File: src/rtl/inst_fetch_unit_if.sv
// Fetch-stage bundle: instruction-memory handshake toward imem, word/PC delivery toward decode.
interface inst_fetch_unit_if #(
  parameter int ADDR_W = 32
) ();
  logic              imem_req;
  logic [ADDR_W-1:0] imem_addr;
  logic              imem_ack;
  logic [31:0]       imem_rdata;
  logic              stall;
  logic              redirect;
  logic [ADDR_W-1:0] redirect_pc;
  logic [31:0]       exInst;
  logic [ADDR_W-1:0] PCNI;
  logic              write;

  modport master (
    output imem_req, imem_addr, exInst, PCNI, write,
    input  imem_ack, imem_rdata, stall, redirect, redirect_pc
  );
  modport slave (
    input  imem_req, imem_addr, exInst, PCNI, write,
    output imem_ack, imem_rdata, stall, redirect, redirect_pc
  );
endinterface

File: src/rtl/inst_fetch_unit.sv
// Instruction fetch: one-outstanding imem reads into a small FIFO, delivered to decode
// with the next-word PC; redirect flushes and drains any read already in flight.
module inst_fetch_unit #(
  parameter int                ADDR_W   = 32,
  parameter int                DEPTH    = 4,
  parameter logic [ADDR_W-1:0] RESET_PC = '0
) (
  input logic               clk,
  input logic               rst,
  inst_fetch_unit_if.master bus
);
  localparam int             PW   = $clog2(DEPTH);
  localparam logic [PW:0]    FULL = (PW+1)'(DEPTH);

  typedef enum logic [1:0] {S_IDLE, S_REQ, S_DRAIN} state_t;

  state_t            r_state;
  logic [ADDR_W-1:0] r_fetch_pc;
  logic [ADDR_W-1:0] r_drain_addr;
  logic [PW:0]       r_count;
  logic [PW-1:0]     r_wp;
  logic [PW-1:0]     r_rp;
  logic [31:0]       r_word [DEPTH];
  logic [ADDR_W-1:0] r_addr [DEPTH];

  logic              w_nonempty;
  logic              w_push;
  logic              w_pop;
  logic [PW:0]       w_count_nxt;

  assign w_nonempty  = (r_count != '0);
  assign w_push      = (r_state == S_REQ) & bus.imem_ack & ~bus.redirect;
  assign w_pop       = w_nonempty & ~bus.stall & ~bus.redirect;
  assign w_count_nxt = r_count + (PW+1)'(w_push) - (PW+1)'(w_pop);

  // The drained read keeps its own address so a redirect can retarget fetch_pc immediately.
  assign bus.imem_req  = (r_state == S_REQ) | (r_state == S_DRAIN);
  assign bus.imem_addr = (r_state == S_DRAIN) ? r_drain_addr : r_fetch_pc;

  assign bus.write  = w_pop;
  assign bus.exInst = w_nonempty ? r_word[r_rp] : '0;
  assign bus.PCNI   = w_nonempty ? r_addr[r_rp] + ADDR_W'(4) : '0;

  always_ff @(posedge clk) begin
    if (!rst) begin
      r_state      <= S_IDLE;
      r_fetch_pc   <= RESET_PC;
      r_drain_addr <= RESET_PC;
      r_count      <= '0;
      r_wp         <= '0;
      r_rp         <= '0;
    end else if (bus.redirect) begin
      r_count    <= '0;
      r_wp       <= '0;
      r_rp       <= '0;
      r_fetch_pc <= bus.redirect_pc & ~ADDR_W'(3);
      case (r_state)
        S_REQ: begin
          if (bus.imem_ack) begin
            r_state <= S_IDLE;
          end else begin
            r_state      <= S_DRAIN;
            r_drain_addr <= r_fetch_pc;
          end
        end
        S_DRAIN: if (bus.imem_ack) r_state <= S_IDLE;
        default: r_state <= S_IDLE;
      endcase
    end else begin
      r_count <= w_count_nxt;
      if (w_push) r_wp <= r_wp + PW'(1);
      if (w_pop)  r_rp <= r_rp + PW'(1);
      case (r_state)
        S_IDLE: if (r_count < FULL) r_state <= S_REQ;
        S_REQ: begin
          if (bus.imem_ack) begin
            r_fetch_pc <= r_fetch_pc + ADDR_W'(4);
            r_state    <= (w_count_nxt < FULL) ? S_REQ : S_IDLE;
          end
        end
        S_DRAIN: if (bus.imem_ack) r_state <= S_IDLE;
        default: r_state <= S_IDLE;
      endcase
    end
  end

  // Storage needs no reset: head outputs are gated by the count.
  always_ff @(posedge clk) begin
    if (w_push) begin
      r_word[r_wp] <= bus.imem_rdata;
      r_addr[r_wp] <= r_fetch_pc;
    end
  end
endmodule
File: src/flat_wrapper.sv
// flat-port wrapper written by rule: the top's interface ports become plain ports
module inst_fetch_unit_flat 
#(
  parameter int                ADDR_W   = 32,
  parameter int                DEPTH    = 4,
  parameter logic [ADDR_W-1:0] RESET_PC = '0
)
  (clk, rst, bus_imem_req, bus_imem_addr, bus_exInst, bus_PCNI, bus_write, bus_imem_ack, bus_imem_rdata, bus_stall, bus_redirect, bus_redirect_pc);
  inst_fetch_unit_if #(.ADDR_W(ADDR_W)) bus_i ();
  input logic clk;
  input logic rst;
  output wire logic [$bits(bus_i.imem_req)-1:0] bus_imem_req;
  output wire logic [$bits(bus_i.imem_addr)-1:0] bus_imem_addr;
  output wire logic [$bits(bus_i.exInst)-1:0] bus_exInst;
  output wire logic [$bits(bus_i.PCNI)-1:0] bus_PCNI;
  output wire logic [$bits(bus_i.write)-1:0] bus_write;
  input wire logic [$bits(bus_i.imem_ack)-1:0] bus_imem_ack;
  input wire logic [$bits(bus_i.imem_rdata)-1:0] bus_imem_rdata;
  input wire logic [$bits(bus_i.stall)-1:0] bus_stall;
  input wire logic [$bits(bus_i.redirect)-1:0] bus_redirect;
  input wire logic [$bits(bus_i.redirect_pc)-1:0] bus_redirect_pc;
  assign bus_imem_req = bus_i.imem_req;
  assign bus_imem_addr = bus_i.imem_addr;
  assign bus_exInst = bus_i.exInst;
  assign bus_PCNI = bus_i.PCNI;
  assign bus_write = bus_i.write;
  assign bus_i.imem_ack = bus_imem_ack;
  assign bus_i.imem_rdata = bus_imem_rdata;
  assign bus_i.stall = bus_stall;
  assign bus_i.redirect = bus_redirect;
  assign bus_i.redirect_pc = bus_redirect_pc;
  inst_fetch_unit #(.ADDR_W(ADDR_W), .DEPTH(DEPTH), .RESET_PC(RESET_PC)) u_core (.clk(clk), .rst(rst), .bus(bus_i));
endmodule
File: config.mk
export PLATFORM = sky130hd
export DESIGN_NAME = inst_fetch_unit_flat
export DESIGN_NICKNAME = d
export VERILOG_FILES = /design/src/rtl/inst_fetch_unit_if.sv /design/src/rtl/inst_fetch_unit.sv /design/src/flat_wrapper.sv
export SDC_FILE = /design/constraint.sdc
export NUM_CORES = 1
export LEC_CHECK = 0
export CAP_MARGIN = 20
export CELL_PAD_IN_SITES_DETAIL_PLACEMENT = 2
export CELL_PAD_IN_SITES_GLOBAL_PLACEMENT = 2
export CORE_ASPECT_RATIO = 1.4
export CORE_MARGIN = 3
export CORE_UTILIZATION = 43
export CTS_BUF_LIST = sky130_fd_sc_hd__clkbuf_16
export CTS_CLUSTER_DIAMETER = 30
export CTS_CLUSTER_SIZE = 30
export DETAILED_ROUTE_END_ITERATION = 12
export MAX_ROUTING_LAYER = met4
export PLACE_DENSITY = 0.95
export RECOVER_POWER = 50
export SLEW_MARGIN = 0
export SYNTH_ARGS = -nofsm -noshare
export SYNTH_HDL_FRONTEND = slang
export SYNTH_SLANG_ARGS = --single-unit
File: constraint.sdc
create_clock -name clk -period 8.1 [get_ports clk]
set_input_delay 2.025 -clock clk [delete_from_list [all_inputs] [get_ports clk]]
set_output_delay 2.025 -clock clk [all_outputs]
set_load 0.03 [all_outputs]
==> out/metrics.cfg <==
[outcome]
outcome = finished, violations left
violations = max-capacitance violations, max-slew violations

[finish]
fillers = 2716
postLayoutCellArea_sq_um = 17500
fin_cells = 1558
area_growth_syn_to_layout_pct = 27.8
final_nets = 1204
fin_util = 0.563
drive_gt1_frac = 0.167
diodes = 0

[floorplan]
io_pins = 167
die_w_um = 157
die_h_um = 217
initial_core_util = 0.440
num_rows = 76
core_area_sq_um = 31100
dieArea_sq_um = 34100

[yosys]
ys_warn_count = 0
synth_largest_area_cell = edfxtp_1
synthCells = 943
synth_area_sq_um = 13700
synthTopCellsByArea = edfxtp_1, dfxtp_1, mux4_2
synth_edf_count = 248
syn_avg_cell_area_sq_um = 14.5
synth-seq-cells = 319
yosysTopAreaCellShare = 0.544
ys_seq_area_frac = 0.647
synth_cell_types = 52
synth_flop_cell = edfxtp_1
async_flop_share = 0

[placement]
portBuffers = 160
globalplace.congestion = 0.768
placed_cell_area_sq_um = 15600
place_inst = 1453
hpwl_mm = 27.0

[clock_tree]
cts_setup_buffers = 0
cts_tree = built
htree_levels = 2
cts_root_buf = clkbuf_16
cts_sinks = 319
clockBufferDepth = 3
cts.clk_slew.worst_paths_ps = 50
ctsResizeCount = 0
hold_buffers = 0
clock_latency_ps = 570
numCtsBuffers = 56

[sta]
tns_ps = 0
drv_slew = 62
slew_headroom = -0.268
clock-skew-final_ps = 30.3
tightest_slew_ps = 1900
rsz0062_at_grt = false
fin_crit_sh = 0.837
final-hold-violation-count = 0
setup_viol_count_final = 0
fmax_ghz = 0.148
finalCriticalPeriod_ps = 6780

[power_and_ir_drop]
p_per_area_nw_per_um2 = 252
leakagePower_nw = 5.66
ir_drop_mv = 0.156

[global_route]
grt_max_degree = 66
antenna_found_initial = 0
gr-total-overflow = 0
grt_pass1_vias = 10598
grt_pass1_wl_mm = 69.0
met1_usage = 0.317
grtUsageTotal = 0.278
busiest_layer = met2
use_met2 = 0.499
met3_usage = 0.0418

[detailed_routing]
viasPerCell = 5.88
num_vias = 9161
ant_nets = 0
drc = 0
dr.pass1.iters = 5
wl_per_cell_um = 29.3
drt_wl_total_mm = 45.7
drtIter0Drc = 799

[setup_path]
r2r_slack_ps = 3150
worst_ep_arrival_time_ps = 4750
worstSetupEndpointType = output port
cp_slowest_stage_delay_ps = 800
crit_type = in2out
critPathRequiredTime_ps = 6080
cp-start-kind = input port
crit_chain = dlygate4sd3_1 > clkbuf_1 > nor3_1 > clkdlybuf4s50_1
crit_fanout = 33
cpMaxStageDelayCell = nor3_1

[min_path]
hp-class = reg2reg

[job]
drv_cap = 2

==> metal layers <==
metal,vias up,routed length (um)
met2,342,24900
met5,-,0
met3,92,1850
li1,3940,-
met1,4787,17500
met4,0,1410
==> sequential cells by signal, indices dropped and copies added, names as in the netlist, named ones only <==
signal               flops
u_core.r_addr          120
u_core.r_count           3
u_core.r_wp              2
u_core.r_fetch_pc       30
u_core.r_word          128
u_core.r_state           2
u_core.r_rp              2
u_core.r_drain_addr     30
==> layout by cell type, fill, tap and decap left out, types with 19 or more instances in the layout <==
cell / n
edfxtp_1: 248
mux2_2: 23
dfxtp_1: 69
clkdlybuf4s50_1: 126
nor4_1: 19
nand3_1: 22
mux4_2: 56
dlygate4sd3_1: 34
nand2_1: 101
a21oi_1: 31
and2_1: 37
clkbuf_16: 57
xnor2_1: 33
nor2_1: 26
inv_1: 25
a21boi_0: 31
o21ai_0: 39
==> synth_stat cells (12+ instances only) <==
library cell  number
and2_1            51
dfxtp_1           71
edfxtp_1         248
mux2_2            23
xnor2_1           33
nand2_1          101
clkbuf_1          32
mux4_2            56
a21boi_0          31
ha_1              12
inv_1             19
nand4_1           14
o21ai_0           39
nand3_1           22
nor2_1            26
a21oi_1           31
nor4_1            19
==> cells by family after synthesis <==
| group | Yosys count | share of synthesized area |
|---|---|---|
| xor+xnor | 44 | 0.0281 |
| compound gates | 120 | 0.0542 |
| fa+ha+maj | 13 | 0.0124 |
| mux | 87 | 0.124 |
| buf+inv | 76 | 0.0270 |
| other cells | 1 | 0.000274 |
| flops | 319 | 0.647 |
| simple gates | 283 | 0.107 |
==> path summary, 6_finish.rpt <==
| kind | start | end | cells past startpoint |
|---|---|---|---|
| worst max-delay path | bus_redirect | bus_write | 4 |
| worst min-delay path | u_core.r_drain_addr[25] | u_core.r_drain_addr[25] | 2 |
| worst max register to register | u_core.r_state[1] | u_core.r_word[0][12] | 7 |
| worst min register to register | u_core.r_drain_addr[25] | u_core.r_drain_addr[25] | 2 |
==> worst max-delay path, delay by kind of cell <==
family | cells | cell delay [ps]
buf+inv | 3 | 1930
simple gates | 1 | 800
==> through the flow <==
step / worst slack (ps) / hold slack [ps] / power [mW]
final: 1320 / 473 / 4.41
after global routing: 1130 / 502 / 4.53
after CTS: 1250 / 474 / 4.45
after detailed placement: 1980 / 464 / 2.04
after global placement: 1990 / 447 / 2.03
after floorplan: 2960 / 440 / 1.94
==> power by group <==
group | internal (mW) | switching [mW] | leakage (nW) | total [mW]
combinational | 0.0830 | 0.112 | 1.89 | 0.195
clock | 1.49 | 0.903 | 0.930 | 2.40
sequential | 1.78 | 0.0367 | 2.84 | 1.82
total | 3.36 | 1.05 | 5.66 | 4.41
==> cell type report <==
| cell class | count | area, sq um | share of cell area |
|---|---|---|---|
| clock buffers | 57 | 1430 | 0.0815 |
| flip-flops and latches | 319 | 8870 | 0.507 |
| well taps | 390 | 488 | 0.0279 |
| clock inverters | 47 | 478 | 0.0273 |
| repair buffers | 175 | 1700 | 0.0968 |
| inverters | 19 | 71.3 | 0.00407 |
| multi-input cells | 551 | 4480 | 0.256 |
(Power assumes the default switching activity.)
